**src/rtl/instr_decode_pipe_pkg.sv**
```systemverilog
// Shared types for the decode stage: opcode classes, immediate formats,
// the decoded bundle handed to execute, and the raw RV32 opcode values.
package instr_type;

    localparam int DEC_XLEN = 32;
    typedef logic [DEC_XLEN-1:0] xlen_t;

    typedef enum logic [3:0] {
        INVALID_TYPE   = 4'd0,
        LOAD_TYPE      = 4'd1,
        STORE_TYPE     = 4'd2,
        BRANCH_TYPE    = 4'd3,
        JAL_TYPE       = 4'd4,
        JALR_TYPE      = 4'd5,
        LUI_TYPE       = 4'd6,
        AUIPC_TYPE     = 4'd7,
        IMM_ARITH_TYPE = 4'd8,
        ARITH_TYPE     = 4'd9,
        FENCE_TYPE     = 4'd10,
        SYSTEM_TYPE    = 4'd11
    } opcode_t;

    typedef enum logic [2:0] {
        IMM_NONE,
        IMM_I,
        IMM_S,
        IMM_B,
        IMM_U,
        IMM_J
    } imm_fmt_t;

    typedef enum logic [1:0] {
        EMPTY,
        FULL,
        SKID
    } occ_state_t;

    typedef struct packed {
        opcode_t    op;
        logic [2:0] funct3;
        logic [6:0] funct7;
        logic [4:0] rd;
        logic [4:0] rs1;
        logic [4:0] rs2;
        logic       uses_rd;
        logic       uses_rs1;
        logic       uses_rs2;
        logic       illegal;
        xlen_t      imm;
        xlen_t      pc;
    } decoded_instr_t;

    localparam logic [6:0] OPC_LOAD     = 7'b0000011;
    localparam logic [6:0] OPC_MISC_MEM = 7'b0001111;
    localparam logic [6:0] OPC_OP_IMM   = 7'b0010011;
    localparam logic [6:0] OPC_AUIPC    = 7'b0010111;
    localparam logic [6:0] OPC_STORE    = 7'b0100011;
    localparam logic [6:0] OPC_OP       = 7'b0110011;
    localparam logic [6:0] OPC_LUI      = 7'b0110111;
    localparam logic [6:0] OPC_BRANCH   = 7'b1100011;
    localparam logic [6:0] OPC_JALR     = 7'b1100111;
    localparam logic [6:0] OPC_JAL      = 7'b1101111;
    localparam logic [6:0] OPC_SYSTEM   = 7'b1110011;

    localparam logic [31:0] INSTR_ECALL  = 32'h00000073;
    localparam logic [31:0] INSTR_EBREAK = 32'h00100073;

endpackage

```
**src/rtl/instr_decode_pipe_fields.sv**
```systemverilog
// Pure combinational RV32I(+M, +Zicsr) field decoder: raw word and PC in,
// decoded bundle out, with legality and sign-extended immediate.
module decode_fields
    import instr_type::*;
#(
    parameter int XLEN     = 32,
    parameter bit EN_M     = 1'b1,
    parameter bit EN_ZICSR = 1'b1
) (
    input  logic [31:0]    i_instr,
    input  xlen_t          i_pc,
    output decoded_instr_t o_dec
);

    logic [6:0]  w_opcode;
    logic [2:0]  w_funct3;
    logic [6:0]  w_funct7;
    imm_fmt_t    w_fmt;
    logic [31:0] w_imm32;

    assign w_opcode = i_instr[6:0];
    assign w_funct3 = i_instr[14:12];
    assign w_funct7 = i_instr[31:25];

    always_comb begin
        o_dec          = '0;
        w_fmt          = IMM_NONE;
        w_imm32        = 32'd0;
        o_dec.funct3   = w_funct3;
        o_dec.funct7   = w_funct7;
        o_dec.rd       = i_instr[11:7];
        o_dec.rs1      = i_instr[19:15];
        o_dec.rs2      = i_instr[24:20];
        o_dec.pc       = i_pc;
        o_dec.op       = INVALID_TYPE;
        o_dec.illegal  = 1'b1;
        // Compressed encodings (low bits != 11) fall through as invalid.
        if (i_instr[1:0] == 2'b11) begin
            o_dec.illegal = 1'b0;
            case (w_opcode)
                OPC_LOAD: begin
                    o_dec.op = LOAD_TYPE;  w_fmt = IMM_I;
                    o_dec.uses_rd = 1'b1;  o_dec.uses_rs1 = 1'b1;
                end
                OPC_STORE: begin
                    o_dec.op = STORE_TYPE; w_fmt = IMM_S;
                    o_dec.uses_rs1 = 1'b1; o_dec.uses_rs2 = 1'b1;
                end
                OPC_BRANCH: begin
                    o_dec.op = BRANCH_TYPE; w_fmt = IMM_B;
                    o_dec.uses_rs1 = 1'b1;  o_dec.uses_rs2 = 1'b1;
                end
                OPC_JAL: begin
                    o_dec.op = JAL_TYPE; w_fmt = IMM_J; o_dec.uses_rd = 1'b1;
                end
                OPC_JALR: begin
                    o_dec.op = JALR_TYPE; w_fmt = IMM_I;
                    o_dec.uses_rd = 1'b1; o_dec.uses_rs1 = 1'b1;
                end
                OPC_LUI: begin
                    o_dec.op = LUI_TYPE; w_fmt = IMM_U; o_dec.uses_rd = 1'b1;
                end
                OPC_AUIPC: begin
                    o_dec.op = AUIPC_TYPE; w_fmt = IMM_U; o_dec.uses_rd = 1'b1;
                end
                OPC_MISC_MEM: o_dec.op = FENCE_TYPE;
                OPC_OP_IMM: begin
                    o_dec.op = IMM_ARITH_TYPE; w_fmt = IMM_I;
                    o_dec.uses_rd = 1'b1; o_dec.uses_rs1 = 1'b1;
                    if (w_funct3 == 3'b001)
                        o_dec.illegal = (w_funct7 != 7'b0000000);
                    else if (w_funct3 == 3'b101)
                        o_dec.illegal = !(w_funct7 == 7'b0000000 || w_funct7 == 7'b0100000);
                end
                OPC_OP: begin
                    o_dec.op = ARITH_TYPE;
                    o_dec.uses_rd = 1'b1; o_dec.uses_rs1 = 1'b1; o_dec.uses_rs2 = 1'b1;
                    case (w_funct7)
                        7'b0000000: o_dec.illegal = 1'b0;
                        7'b0100000: o_dec.illegal = !(w_funct3 == 3'b000 || w_funct3 == 3'b101);
                        7'b0000001: o_dec.illegal = !EN_M;
                        default:    o_dec.illegal = 1'b1;
                    endcase
                end
                OPC_SYSTEM: begin
                    o_dec.op = SYSTEM_TYPE; w_fmt = IMM_I;
                    // funct3=0 is only ECALL/EBREAK; CSR ops read rs1 only in register form.
                    if (w_funct3 == 3'b000) begin
                        o_dec.illegal = !(i_instr == INSTR_ECALL || i_instr == INSTR_EBREAK);
                    end else begin
                        o_dec.illegal  = !EN_ZICSR || (w_funct3 == 3'b100);
                        o_dec.uses_rd  = 1'b1;
                        o_dec.uses_rs1 = !w_funct3[2];
                    end
                end
                default: o_dec.illegal = 1'b1;
            endcase
        end
        case (w_fmt)
            IMM_I:   w_imm32 = {{20{i_instr[31]}}, i_instr[31:20]};
            IMM_S:   w_imm32 = {{20{i_instr[31]}}, i_instr[31:25], i_instr[11:7]};
            IMM_B:   w_imm32 = {{19{i_instr[31]}}, i_instr[31], i_instr[7],
                                i_instr[30:25], i_instr[11:8], 1'b0};
            IMM_U:   w_imm32 = {i_instr[31:12], 12'd0};
            IMM_J:   w_imm32 = {{11{i_instr[31]}}, i_instr[31], i_instr[19:12],
                                i_instr[20], i_instr[30:21], 1'b0};
            default: w_imm32 = 32'd0;
        endcase
        o_dec.imm = xlen_t'(XLEN'($signed(w_imm32)));
    end

endmodule

```
**src/rtl/instr_decode_pipe.sv**
```systemverilog
// Registered decode stage: decodes on accept into an output register backed
// by a one-entry skid register so fetch sees no combinational back-pressure.
module instr_decode_pipe
    import instr_type::*;
#(
    parameter int XLEN     = 32,
    parameter bit EN_M     = 1'b1,
    parameter bit EN_ZICSR = 1'b1
) (
    input  logic             clk,
    input  logic             rst,
    input  logic             flush,
    input  logic             in_valid,
    output logic             in_ready,
    input  logic [31:0]      in_instr,
    input  logic [XLEN-1:0]  in_pc,
    output logic             out_valid,
    input  logic             out_ready,
    output decoded_instr_t   out_dec
);

    occ_state_t     r_state;
    decoded_instr_t r_outReg;
    decoded_instr_t r_skidReg;
    decoded_instr_t w_decIn;
    logic           w_accept;
    logic           w_drain;

    decode_fields #(
        .XLEN     (XLEN),
        .EN_M     (EN_M),
        .EN_ZICSR (EN_ZICSR)
    ) u_decodeFields (
        .i_instr (in_instr),
        .i_pc    (xlen_t'(in_pc)),
        .o_dec   (w_decIn)
    );

    assign in_ready  = (r_state != SKID) && !rst;
    assign out_valid = (r_state != EMPTY);
    assign out_dec   = r_outReg;
    assign w_accept  = in_valid && in_ready;
    assign w_drain   = out_valid && out_ready;

    // Flush wins over everything; the skid entry is always the younger word.
    always_ff @(posedge clk or posedge rst) begin
        if (rst) begin
            r_state   <= EMPTY;
            r_outReg  <= '0;
            r_skidReg <= '0;
        end else if (flush) begin
            r_state <= EMPTY;
        end else begin
            case (r_state)
                EMPTY: begin
                    if (w_accept) begin
                        r_outReg <= w_decIn;
                        r_state  <= FULL;
                    end
                end
                FULL: begin
                    if (w_accept && w_drain) begin
                        r_outReg <= w_decIn;
                    end else if (w_accept) begin
                        r_skidReg <= w_decIn;
                        r_state   <= SKID;
                    end else if (w_drain) begin
                        r_state <= EMPTY;
                    end
                end
                SKID: begin
                    if (w_drain) begin
                        r_outReg <= r_skidReg;
                        r_state  <= FULL;
                    end
                end
                default: r_state <= EMPTY;
            endcase
        end
    end

endmodule

```
**config.mk**
```make
export PLATFORM = sky130hd
export DESIGN_NAME = instr_decode_pipe
export DESIGN_NICKNAME = d
export VERILOG_FILES = /design/src/rtl/instr_decode_pipe_pkg.sv /design/src/rtl/instr_decode_pipe_fields.sv /design/src/rtl/instr_decode_pipe.sv
export SDC_FILE = /design/constraint.sdc
export NUM_CORES = 1
export LEC_CHECK = 0
export ABC_AREA = 1
export BUFFER_PORTS_ARGS = -buffer_cell sky130_fd_sc_hd__buf_2
export CAP_MARGIN = 25
export CORE_MARGIN = 3
export CORE_UTILIZATION = 47
export DETAILED_ROUTE_END_ITERATION = 10
export PLACE_DENSITY = 0.66
export SKIP_CTS_REPAIR_TIMING = 1
export SYNTH_ARGS = -nofsm -noshare
export SYNTH_HDL_FRONTEND = slang
export SYNTH_SLANG_ARGS = --single-unit
export TNS_END_PERCENT = 50
```
**constraint.sdc**
```tcl
create_clock -name clk -period 10.5 [get_ports clk]
set_input_delay 0.525 -clock clk [delete_from_list [all_inputs] [get_ports clk]]
set_output_delay 0.525 -clock clk [all_outputs]
set_load 0.02 [all_outputs]
```
==> Word-level counts from Yosys, hierarchy flattened <==
Index checks and enable logic that the tools add are counted.
{ "totals": {"regBits": 196, "inputBits": 69, "out_inout_bits": 99} }
{ "op_classes": {"bitwise_logic": 2, "reduce_logical": 28, "eq_ne": 34, "n_mux": 26} }
{ "ops": {"columns": ["cell", "n"], "rows": [
  ["two-way mux 97 bit", 3],
  ["one-hot mux 97 bit (3 select lines)", 1],
  ["one-hot mux 32 bit (5 select lines)", 1],
  ["one-hot mux 4 bit (11 select lines)", 1],
  ["== test 32 x 21 -> 1 bit (second input constant)", 1],
  ["== test 32 x 7 -> 1 bit (second input constant)", 1],
  ["== test 7 x 6 -> 1 bit (second input constant)", 4],
  ["== test 7 bit (second input constant)", 4],
  ["one-hot mux 3 bit (5 select lines)", 1],
  ["== test 7 x 5 -> 1 bit (second input constant)", 2],
  ["two-way mux 2 bit", 7],
  ["== test 3 bit (second input constant)", 4],
  ["inequality test 3 bit (second input constant)", 3],
  ["two-way mux 4 bit", 2],
  ["inequality test 2 bit (second input constant)", 4],
  ["AND reduction 4 bit", 2],
  ["OR reduction 8 bit", 1],
  ["== test 7 x 1 -> 1 bit (second input constant)", 1],
  ["== test 7 x 2 -> 1 bit (second input constant)", 1],
  ["== test 7 x 4 -> 1 bit (second input constant)", 1],
  ["logical NOT 7 bit", 1],
  ["nonzero test 7 bit", 1],
  ["OR reduction 7 bit", 1],
  ["== test 3 x 1 -> 1 bit (second input constant)", 2],
  ["22 further kinds", 40]
]} }

==> Logic depth before layout (Yosys ltp) <==
Gate-level depths: netlist of run 1.
{ "depth": {"word_depth": 9, "ltp_mapped": 12, "ltp_nobuf": 11} }

==> Cells and area by module <==
Synthesis of run 1 repeated with hierarchy kept, for this count alone.
{ "hier_totals": {"hier_cells": 1257, "area_unflattened_um2": 10053.4} }
{ "by_module_without_submodules": {"columns": ["mod", "area_per_inst_um2", "instances", "cells_per_inst"], "rows": [
  ["instr_decode_pipe", 8627.0, 1, 970],
  ["decode_fields", 1426.4, 1, 287]
]} }

==> Least setup slack after synthesis of run 1 <==
Ideal clock, no wire load.
{ "synth_timing": {"kind": "input to register", "from": "in rst", "to": "reg r_skidReg[0] in the netlist's numbering", "slack_ps": 4575, "required_time_ps": 10384, "stages": 11, "path_buffers": 3, "arrival_ps": 5809, "path_cell_list": "inv_1 -> nand3_2 -> inv_2 -> nand2_1 -> nor2_1 -> buf_4 -> inv_2 -> buf_6 -> buf_6 -> nand2_1 -> nand2_1"} }
{ "synth_between": {"elab_chain_len": 6} }
{ "synth_rtl": {"columns": ["element", "line_no", "text"], "rows": [
  ["from (decl)", "instr_decode_pipe.sv:11", "input logic rst,"],
  ["logical NOT 1 bit (no line) *", null, null],
  ["logical AND 1 bit *", "instr_decode_pipe.sv:39", "assign in_ready = (r_state != SKID) && !rst;"],
  ["logical AND 1 bit *", "instr_decode_pipe.sv:42", "assign w_accept = in_valid && in_ready;"],
  ["logical AND 1 bit", "instr_decode_pipe.sv:62", "if (w_accept && w_drain) begin"],
  ["NOT 1 bit (no line)", null, null],
  ["AND reduction 4 bit (no line) *", null, null],
  ["to (signal assigned)", "instr_decode_pipe.sv:65", "r_skidReg <= w_decIn;"],
  ["to (decl)", "instr_decode_pipe.sv:24", "decoded_instr_t r_skidReg;"]
]} }
Mark *: on every way between the ends. The rest lies on a longest branch, timed or not.
A chain may end at the register's enable or synchronous reset.

==> Final worst setup path of run 1 <==
{ "layout_timing": {"from": "reg r_state[1]", "to": "reg r_outReg (netlist bit out_dec[12])"} }
{ "layout_between": {"elab_chain_len": 6, "word_cells_on_any_way": 15, "classes_between": "eq/ne (6); mux (1); reduce/logical (8)"} }
{ "layout_rtl": {"columns": ["element", "line_no", "text"], "rows": [
  ["from (decl)", "instr_decode_pipe.sv:22", "occ_state_t r_state;"],
  ["from (signal assigned)", "instr_decode_pipe.sv:48", "r_state <= EMPTY;"],
  ["from (signal assigned)", "instr_decode_pipe.sv:52", "r_state <= EMPTY;"],
  ["from (signal assigned)", "instr_decode_pipe.sv:58", "r_state <= FULL;"],
  ["inequality test 2 bit", "instr_decode_pipe.sv:39", null],
  ["logical AND 1 bit", "instr_decode_pipe.sv:39", null],
  ["logical AND 1 bit", "instr_decode_pipe.sv:42", null],
  ["logical AND 1 bit", "instr_decode_pipe.sv:62", null],
  ["inequality test 2 bit (no line)", null, null],
  ["AND reduction 5 bit (no line)", null, null],
  ["to (signal assigned)", "instr_decode_pipe.sv:57", "r_outReg <= w_decIn;"],
  ["to (signal assigned)", "instr_decode_pipe.sv:63", "r_outReg <= w_decIn;"],
  ["to (signal assigned)", "instr_decode_pipe.sv:73", "r_outReg <= r_skidReg;"],
  ["to (decl)", "instr_decode_pipe.sv:23", "decoded_instr_t r_outReg;"]
]} }
Several ways; a longest one is shown, not always the timed one.

==> out/qor.csv, run 1 <==
metric,value,unit
status,"complete, no violations",
synthFlopType,dfrtp_1,
die_y,146.0,um
seq_area_frac_synth,0.5328,
clock-sinks,196,
cts_tree,yes,
drc,0,
worstMarginPinSlew,0.8711,ns
syn-instance-count,1182,
hold_viol,0,
worstHoldStart,flush,
cp.depth,10,
power_leakage,5.764,nW
grt_pass1_wl,39340,um
hpwl,16020,um
cts.clk_slew.worst_paths,0.07,ns
initial_utilization,0.4857,
peakVddDrop,117.4,uV
crit_start,r_state[1],
worst_hold_path_type,primary input to flop,
maxSlewViolCount,0,
synth_top_area_frac,0.5328,
clockRootBuffer,clkbuf_16,
synth_area,9206,um^2
cts_buffers,17,
grt_pass1_vias,7480,
netlist_top_cells_area,"dfrtp_1 53%, nand2_1 18%, nor2_1 7.1%",
clk_path_buf_depth,2,
setup_tns,0,ns
syn_avg_cell_area,7.789,um^2
r2r_cells,10,
port_buffers,167,
ant_nets,0,
worstReg2RegStart,r_state[1],
drtIter0Drc,586,
post-route-period-util,0.3370,
clock_skew,0.01123,ns
post-route-min-period,3.539,ns
yosys_warnings,0,
synthDistinctLibCells,28,
path_cells,"nand2_4, buf_4, nand2_1, nand2_2, buf_4, clkinv_2, buf_4, buf_16, nor2_1, a31oi_1",
gp_congestion,0.8480,
synth-edff-count,0,
regToRegSetupSlack,6.96,ns
syn_nets,1251,
drt-total-wl,24140,um
area_delta_synth_final,16.66,%
grt_max_degree,145,
worstPathArrival,3.84,ns
r2r_end,out_dec[12],
nets,1376,
crit_slowest_cell,buf_4,
ys_async_sr_fraction,1.000,
critPathBufInv,5,
firstDrtPassIters,5,
crit_family,buffers and inverters,
ys_ff_latch,196,
powerDensity,203.7,nW/um^2
setup_viol,0,
rsz0062_at_grt,no,
drive_gt1_frac,0.1774,
crit_type,flop to flop,
ioPinCount,168,
critPathLaunchType,flop,
yosysTopAreaCell,dfrtp_1,
fillCellCount,1810,
grt_antenna_before_repair,6,
htreeDepth,4,
gr-usage-all-layers,0.2254,
crit_path_end_kind,flop,
rows,50,
synthTopCellsByCount,"442 x nand2_1, 196 x dfrtp_1, 175 x nor2_1",
clk_latency,0.43,ns
p_total,0.002188,W
critPathRequiredTime,10.80,ns
die_w,146.0,um
crit_path_max_incr_delay,0.63,ns
yosysMostFrequentCell,nand2_1,
via_per_inst,5.118,
core-area,18960,um^2
wire_per_inst,15.25,um
grt_overflow,0,
cp_common_cell,buf_4,
worstSetupEndpoint,out_dec[12],
vias,8102,
fmax,282.6,MHz
cp_max_fo,79,
maxCapViolations,0,
relSlewSlack,0.4179,
die_area,21300,um^2
flip-flops by register name, summed over array words and instances (netlist names):
| name | count |
|---|---|
| r_skidReg | 97 |
| out_dec | 97 |
| r_state | 2 |
final cells by class:
| type | count | area (um^2) | share of cell area |
|---|---|---|---|
| tap | 260 | 325.3 | 0.03029 |
| clock buffer | 21 | 460.4 | 0.04287 |
| sequential | 196 | 4905 | 0.4567 |
| clock inverter | 10 | 147.6 | 0.01375 |
| antenna | 4 | 10.01 | 0.0009320 |
| multi-input combinational | 861 | 3724 | 0.3467 |
| timing repair buffer | 178 | 960.9 | 0.08947 |
| inverter | 53 | 207.7 | 0.01934 |
routing by layer:
metal | vias up | part of all wire | track usage | wire length [um]
li1 | 4043 | - | - | -
met1 | 3786 | 0.46 | 0.3224 | 11070
met2 | 235 | 0.46 | 0.3473 | 11040
met3 | 32 | 0.065 | 0.04827 | 1567
met4 | 6 | 0.018 | 0.06743 | 437
met5 | - | 0.00091 | 0 | 22
stage by stage:
stage          area [um^2]  hold slack (ns)  setup WS (ns)  utilization  std cells
6_report             10740           0.3104          6.961       0.5666       1583
5_1_grt              10740           0.3018          6.667       0.5665       1582
4_1_cts              10690           0.2949          6.946       0.5641       1577
3_5_place_dp         10080           0.4593          6.702       0.5320       1546
3_3_place_gp         10060           0.4528          6.789       0.5306       1545
2_1_floorplan         9206           0.4422          4.575            -       1182
where the power goes:
part / internal [W] / switching, W
Clock: 0.000390 / 0.000292
Sequential: 0.000943 / 0.0000959
Combinational: 0.000168 / 0.000300
Total: 0.00150 / 0.000687
logic make-up (layout without fill, tap and decap cells):
family	Yosys count	count (layout)	share of synthesized area
AO/OA/AOI/OAI	169	169	0.1070
XOR/XNOR	1	1	0.0009515
buffers and inverters	125	262	0.06442
flip-flops	196	196	0.5328
other	0	4	0
AND/OR/NAND/NOR	691	691	0.2949
how the worst min path moves through the flow:
stage | depth (start not counted) | endpoint
finish | 2 | r_state[0]
global route | 3 | r_skidReg[7]
CTS | 2 | r_state[0]
detailed placement | 2 | r_skidReg[12]
global placement | 2 | r_skidReg[12]
floorplan | 2 | r_skidReg[0]
layout by cell type (no fill, tap or decap), types with 3 or more instances in the layout:
| cell type | synthesis | final |
|---|---|---|
| clkbuf_16 | 0 | 17 |
| a31oi_1 | 79 | 79 |
| a31o_2 | 6 | 6 |
| inv_2 | 10 | 9 |
| nand3_1 | 50 | 50 |
| nand2_1 | 442 | 441 |
| o21ai_0 | 34 | 34 |
| diode_2 | 0 | 4 |
| o21ai_1 | 10 | 10 |
| inv_1 | 43 | 42 |
| buf_2 | 33 | 167 |
| nand2_2 | 3 | 3 |
| bufinv_16 | 0 | 3 |
| nor2_1 | 175 | 174 |
| a22oi_1 | 4 | 4 |
| a21oi_1 | 33 | 33 |
| nor3_1 | 14 | 14 |
| dfrtp_1 | 196 | 196 |
| buf_4 | 12 | 8 |
worst register-to-register path, delay by kind of cell, from the launching register on:
kind	cells	cell delay, ns
AND/OR/NAND/NOR	4	0.93
AO/OA/AOI/OAI	1	0.06
flip-flops	1	0.45
buffers and inverters	5	1.99
Note: power is estimated with default switching activity, not from simulation.
==> run 2, diff against run 1 <==
--- a/config.mk
+++ b/config.mk
@@ -11,7 +11,7 @@
 export CORE_MARGIN = 3
 export CORE_UTILIZATION = 47
 export DETAILED_ROUTE_END_ITERATION = 10
-export PLACE_DENSITY = 0.66
+export PLACE_DENSITY = 0.69
 export SKIP_CTS_REPAIR_TIMING = 1
 export SYNTH_ARGS = -nofsm -noshare
 export SYNTH_HDL_FRONTEND = slang
==> constraint.sdc (replaced) <==
create_clock -name clk -period 2.9 [get_ports clk]
set_input_delay 0.145 -clock clk [delete_from_list [all_inputs] [get_ports clk]]
set_output_delay 0.145 -clock clk [all_outputs]
set_load 0.02 [all_outputs]
==> run 2 against run 1 <==
The run now ends with negative hold slack left. Largest cell class unchanged. First-iteration DRC count up 33%. Cell count up 2.2%. Largest power group unchanged. Critical path type is now flop to output pin. Hold slack worse by 0.34 ns. Routed wire length up 0.81%. Sequential cell count unchanged. Non-clock buffer count up 38. Combinational power rose to 3.7 times the previous value. Register-to-register slack worse by 6.2 ns. Clock power rose to 3.6 times the previous value.
==> out/qor.csv, run 2 (synthesized netlist as in run 1, its figures left out) <==
metric,value,unit,change
crit_type,flop to output pin,,
wire_per_inst,15.04,um,-1.4%
drc,0,,unchanged
clk_latency,0.44,ns,about the same
vias,8272,,+2.1%
stdcell_area,11100,um^2,+3.3%
initial_utilization,0.4857,,unchanged
r2r_end,out_dec[96],,
maxCapViolations,0,,unchanged
clock-sinks,196,,unchanged
status,"complete, but fails checks",,
firstDrtPassIters,5,,unchanged
hold_path_end,r_skidReg[79],,
nets,1414,,+2.8%
grt_max_degree,197,,+36%
ioPinCount,168,,unchanged
rows,50,,unchanged
gp_congestion,0.8777,,+3.5%
hold_viol,4,,+4
port_buffers,167,,unchanged
grt_antenna_before_repair,3,,-3
clock_skew,0.008397,ns,-0.002832 ns
setup_viol,0,,unchanged
violations,negative hold slack,,
core-area,18960,um^2,unchanged
post-route-min-period,2.206,ns,
powerDensity,713.5,nW/um^2,+250%
drive_gt1_frac,0.1748,,-0.002628
worstHoldStart,in_instr[8],,
rsz0062_at_grt,no,,
clockRootBuffer,clkbuf_16,,
htreeDepth,4,,unchanged
relSlewSlack,0.2795,,-0.1384
drtIter0Drc,780,,+33%
post-route-period-util,0.7609,,
cts_tree,yes,,
grt_pass1_vias,7455,,-0.33%
power_leakage,5.909,nW,+2.5%
critPathRequiredTime,2.76,ns,-8.04 ns
worst_hold_path_type,primary input to flop,,
die_area,21300,um^2,unchanged
die_y,146.0,um,unchanged
cp_max_fo,41,,-48%
cts.clk_slew.worst_paths,0.07,ns,about the same
worstPathArrival,2.06,ns,-1.78 ns
maxSlewViolCount,0,,unchanged
ant_nets,0,,unchanged
grt_pass1_wl,38810,um,-1.4%
via_per_inst,5.112,,-0.11%
hold_ws,-0.02805,ns,-0.3385 ns
placed_area,10130,um^2,+0.48%
area_delta_synth_final,20.52,%,
worstMarginPinSlew,1.081,ns,+0.2097 ns
critPathLaunchType,flop,,
crit_start,r_state[0],,
holdPathStages,3,,+1
setup_tns,0,ns,unchanged
gr-usage-all-layers,0.2236,,-0.001774
cts_buffers,17,,unchanged
worstReg2RegStart,r_state[1],,
fmax,453.2,MHz,
regToRegSetupSlack,0.77,ns,-6.19 ns
peakVddDrop,398.1,uV,+240%
die_w,146.0,um,unchanged
grt_overflow,0,,unchanged
final_cell_mix,"440 x nand2_1, 196 x dfrtp_1, 174 x nor2_1",,
hpwl,15880,um,-0.88%
drt-total-wl,24340,um,+0.81%
layout_commonest_cell,nand2_1,,
crit_path_end_kind,output pin,,
clk_path_buf_depth,2,,unchanged
r2r_cells,4,,-6
run 2: power by group:
part	switching (W)	leakage, nW	internal (W)
Sequential	0.000337	2.42	0.00342
Clock	0.00104	0.281	0.00138
Combinational	0.00110	3.21	0.000638
run 2: final cells by class:
type	instances	area, um^2
Fill cell	1744	7860
Sequential cell	196	4905
Multi-Input combinational cell	861	3726
Timing Repair Buffer	216	1331
Clock buffer	20	446.7
Tap cell	260	325.3
Inverter	53	206.4
Clock inverter	10	150.1
Antenna cell	2	5.005
run 2: critical path: stages (launching register included):
cell and delay [ns]:
dfrtp_1 0.41, inv_2 0.10, nand2_4 0.21, inv_2 0.66
nor2_1 0.07, buf_2 0.18
run 2: per-layer routing:
metal | routed length, um | up-vias | global-route usage
li1 | - | 4116 | -
met1 | 10810 | 3832 | 0.3242
met2 | 11060 | 290 | 0.3350
met3 | 2084 | 32 | 0.05076
met4 | 374 | 2 | 0.07217
met5 | 7 | - | 0
run 2: worst max path at each step:
stage | endpoint | cells past startpoint
detailed placement | out_dec[44] | 12
CTS | in_ready | 5
floorplan | r_state[1] | 10
finish | in_ready | 5
global placement | out_dec[75] | 6
global route | in_ready | 4
run 2: stage by stage:
step,cells,utilization,worst slack [ns],total power [W]
floorplan,1182,-,-1.245,0.004909
global placement,1550,0.5346,0.8139,0.005460
detailed placement,1550,0.5346,0.7202,0.005511
CTS,1580,0.5661,0.6810,0.007945
global route,1618,0.5853,0.5403,0.008384
finish,1618,0.5853,0.6935,0.007917
==> run 3, diff against run 2 <==
==> constraint.sdc (replaced) <==
create_clock -name clk -period 2 [get_ports clk]
set_input_delay 0.1 -clock clk [delete_from_list [all_inputs] [get_ports clk]]
set_output_delay 0.1 -clock clk [all_outputs]
set_load 0.02 [all_outputs]
==> run 3 against run 2 <==
The flow still finishes with violations (negative hold slack). Clock power up 36%. Sequential power up 46%. Sequential cell count unchanged. Cell count up 1.3%. Combinational power up 47%. First-iteration DRC count up 2.8%. Non-clock buffer count up 24. Hold slack better by 0.020 ns. Via count up 0.79%. Count of clock-buffer cells in the layout unchanged. Routed wire length up 0.87%. Highest routed layer is now met4.
==> out/qor.csv, run 3 (synthesized netlist as in run 1, its figures left out) <==
metric,value,unit,change
status,"complete, but fails checks",,
violations,negative hold slack,,
wire_per_inst,14.98,um,-0.42%
setup_viol,0,,unchanged
placed_area,10290,um^2,+1.5%
clk_path_buf_depth,2,,unchanged
peakVddDrop,576.4,uV,+45%
rows,50,,unchanged
grt_overflow,0,,unchanged
maxSlewViolCount,0,,unchanged
grt_antenna_before_repair,0,,-3
r2r_cells,8,,+4
critPathRequiredTime,2.36,ns,-0.40 ns
crit_path_end_kind,flop,,
drc,0,,unchanged
drtIter0Drc,802,,+2.8%
relSlewSlack,0.3201,,+0.04069
crit_type,primary input to flop,,
die_y,146.0,um,unchanged
final_cell_mix,"440 x nand2_1, 196 x dfrtp_1, 174 x nor2_1",,
layout_commonest_cell,nand2_1,,
drive_gt1_frac,0.1791,,+0.004337
cts_buffers,17,,unchanged
setup_slack,0.2796,ns,-0.4139 ns
clock_skew,0.01420,ns,+0.005799 ns
maxCapViolations,0,,unchanged
worstPathArrival,2.08,ns,+0.02 ns
port_buffers,167,,unchanged
vias,8337,,+0.79%
ant_nets,0,,unchanged
hpwl,16280,um,+2.5%
worst_hold_path_type,primary input to flop,,
placedCellCount,1559,,+0.58%
post-route-period-util,0.8602,,
initial_utilization,0.4857,,unchanged
cts_tree,yes,,
fmax,581.3,MHz,
r2r_end,r_skidReg[42],,
holdPathStages,3,,unchanged
grt_max_degree,197,,unchanged
nets,1438,,+1.7%
powerDensity,997.4,nW/um^2,+40%
ioPinCount,168,,unchanged
clock-sinks,196,,unchanged
final_core_util,0.5994,,+0.01406
hold_ws,-0.008311,ns,+0.01974 ns
hold_viol,2,,-2
die_w,146.0,um,unchanged
clockRootBuffer,clkbuf_16,,
stdcell_area,11360,um^2,+2.4%
cp_max_fo,11,,-73%
drt-total-wl,24550,um,+0.87%
worstMarginPinSlew,1.020,ns,-0.06103 ns
core-area,18960,um^2,unchanged
area_delta_synth_final,23.42,%,
via_per_inst,5.087,,-0.51%
die_area,21300,um^2,unchanged
fin_cells,1639,,+1.3%
rsz0062_at_grt,no,,
clk_latency,0.44,ns,about the same
preCtsSetupSlack,0.09535,ns,-0.6249 ns
worstReg2RegStart,r_state[1],,
diodes,0,,-2
grt_pass1_vias,7478,,+0.31%
cts.clk_slew.worst_paths,0.07,ns,about the same
grt_pass1_wl,39220,um,+1.1%
firstDrtPassIters,6,,+1
hold_path_end,out_dec[70],,
regToRegSetupSlack,0.32,ns,-0.45 ns
post-route-min-period,1.720,ns,
power_leakage,6.035,nW,+2.1%
gr-usage-all-layers,0.2259,,+0.002287
htreeDepth,4,,unchanged
worstHoldStart,in_instr[22],,
critPathLaunchType,primary input,,
gp_congestion,0.8878,,+1.2%
-- run 3: changes by cell type in the layout (fill, tap and decap cells not counted) --
cell           previous run  this run
buf_4                    10        12
diode_2                   2         0
inv_6                     2         3
clkbuf_8                  1         3
clkbuf_1                  2         0
clkinv_2                  1         2
clkinvlp_4                4         3
buf_12                    3        10
dlygate4sd3_1            36        51
bufinv_16                 3         1
-- run 3: through the flow --
stage | setup TNS [ns] | total power (W) | hold slack, ns
2_1_floorplan | -530.25 | 0.007117 | 0.1724
3_3_place_gp | 0 | 0.007928 | 0.3198
3_5_place_dp | 0 | 0.008022 | 0.3224
4_1_cts | 0 | 0.01133 | -0.1320
5_1_grt | 0 | 0.01199 | 0.0002109
6_report | 0 | 0.01133 | -0.008311
-- run 3: how the worst max path moves through the flow --
stage,from,endpoint,slack (ns),cells after the start
2_1_floorplan,rst,r_state[1],-2.10,10
3_3_place_gp,in_instr[0],r_skidReg[59],0.13,10
3_5_place_dp,in_instr[5],r_skidReg[59],0.1,10
4_1_cts,r_state[1],r_skidReg[45],0.34,8
5_1_grt,in_instr[31],out_dec[59],0.14,9
6_report,in_instr[31],r_skidReg[59],0.28,9
-- run 3: final cells by class --
cell class	instances	area, um^2
Fill cell	1695	7594
Sequential cell	196	4905
Multi-Input combinational cell	861	3726
Timing Repair Buffer	240	1637
Clock buffer	20	466.7
Tap cell	260	325.3
Inverter	53	206.4
Clock inverter	9	96.34
-- run 3: worst max-delay path, stage by stage --
cell,delay (ns)
dlygate4sd3_1,0.55
buf_2,0.18
inv_1,0.14
nor2_1,0.61
nor3_1,0.15
buf_4,0.17
nand2_1,0.05
nand2_1,0.04
o21ai_1,0.07
-- run 3: layer usage --
| metal | GRT usage | vias up | wire (um) |
|---|---|---|---|
| li1 | - | 4161 | - |
| met1 | 0.3326 | 3835 | 11300 |
| met2 | 0.3396 | 307 | 10910 |
| met3 | 0.05481 | 34 | 1964 |
| met4 | 0.05318 | 0 | 374 |
| met5 | 0 | - | 0 |
-- run 3: report_power, final --
| group | switching (W) | total (W) | internal [W] |
|---|---|---|---|
| Combinational | 0.00160 | 0.00256 | 0.000962 |
| Clock | 0.00150 | 0.00331 | 0.00182 |
| Sequential | 0.000504 | 0.00546 | 0.00495 |
| Total | 0.00360 | 0.0113 | 0.00773 |
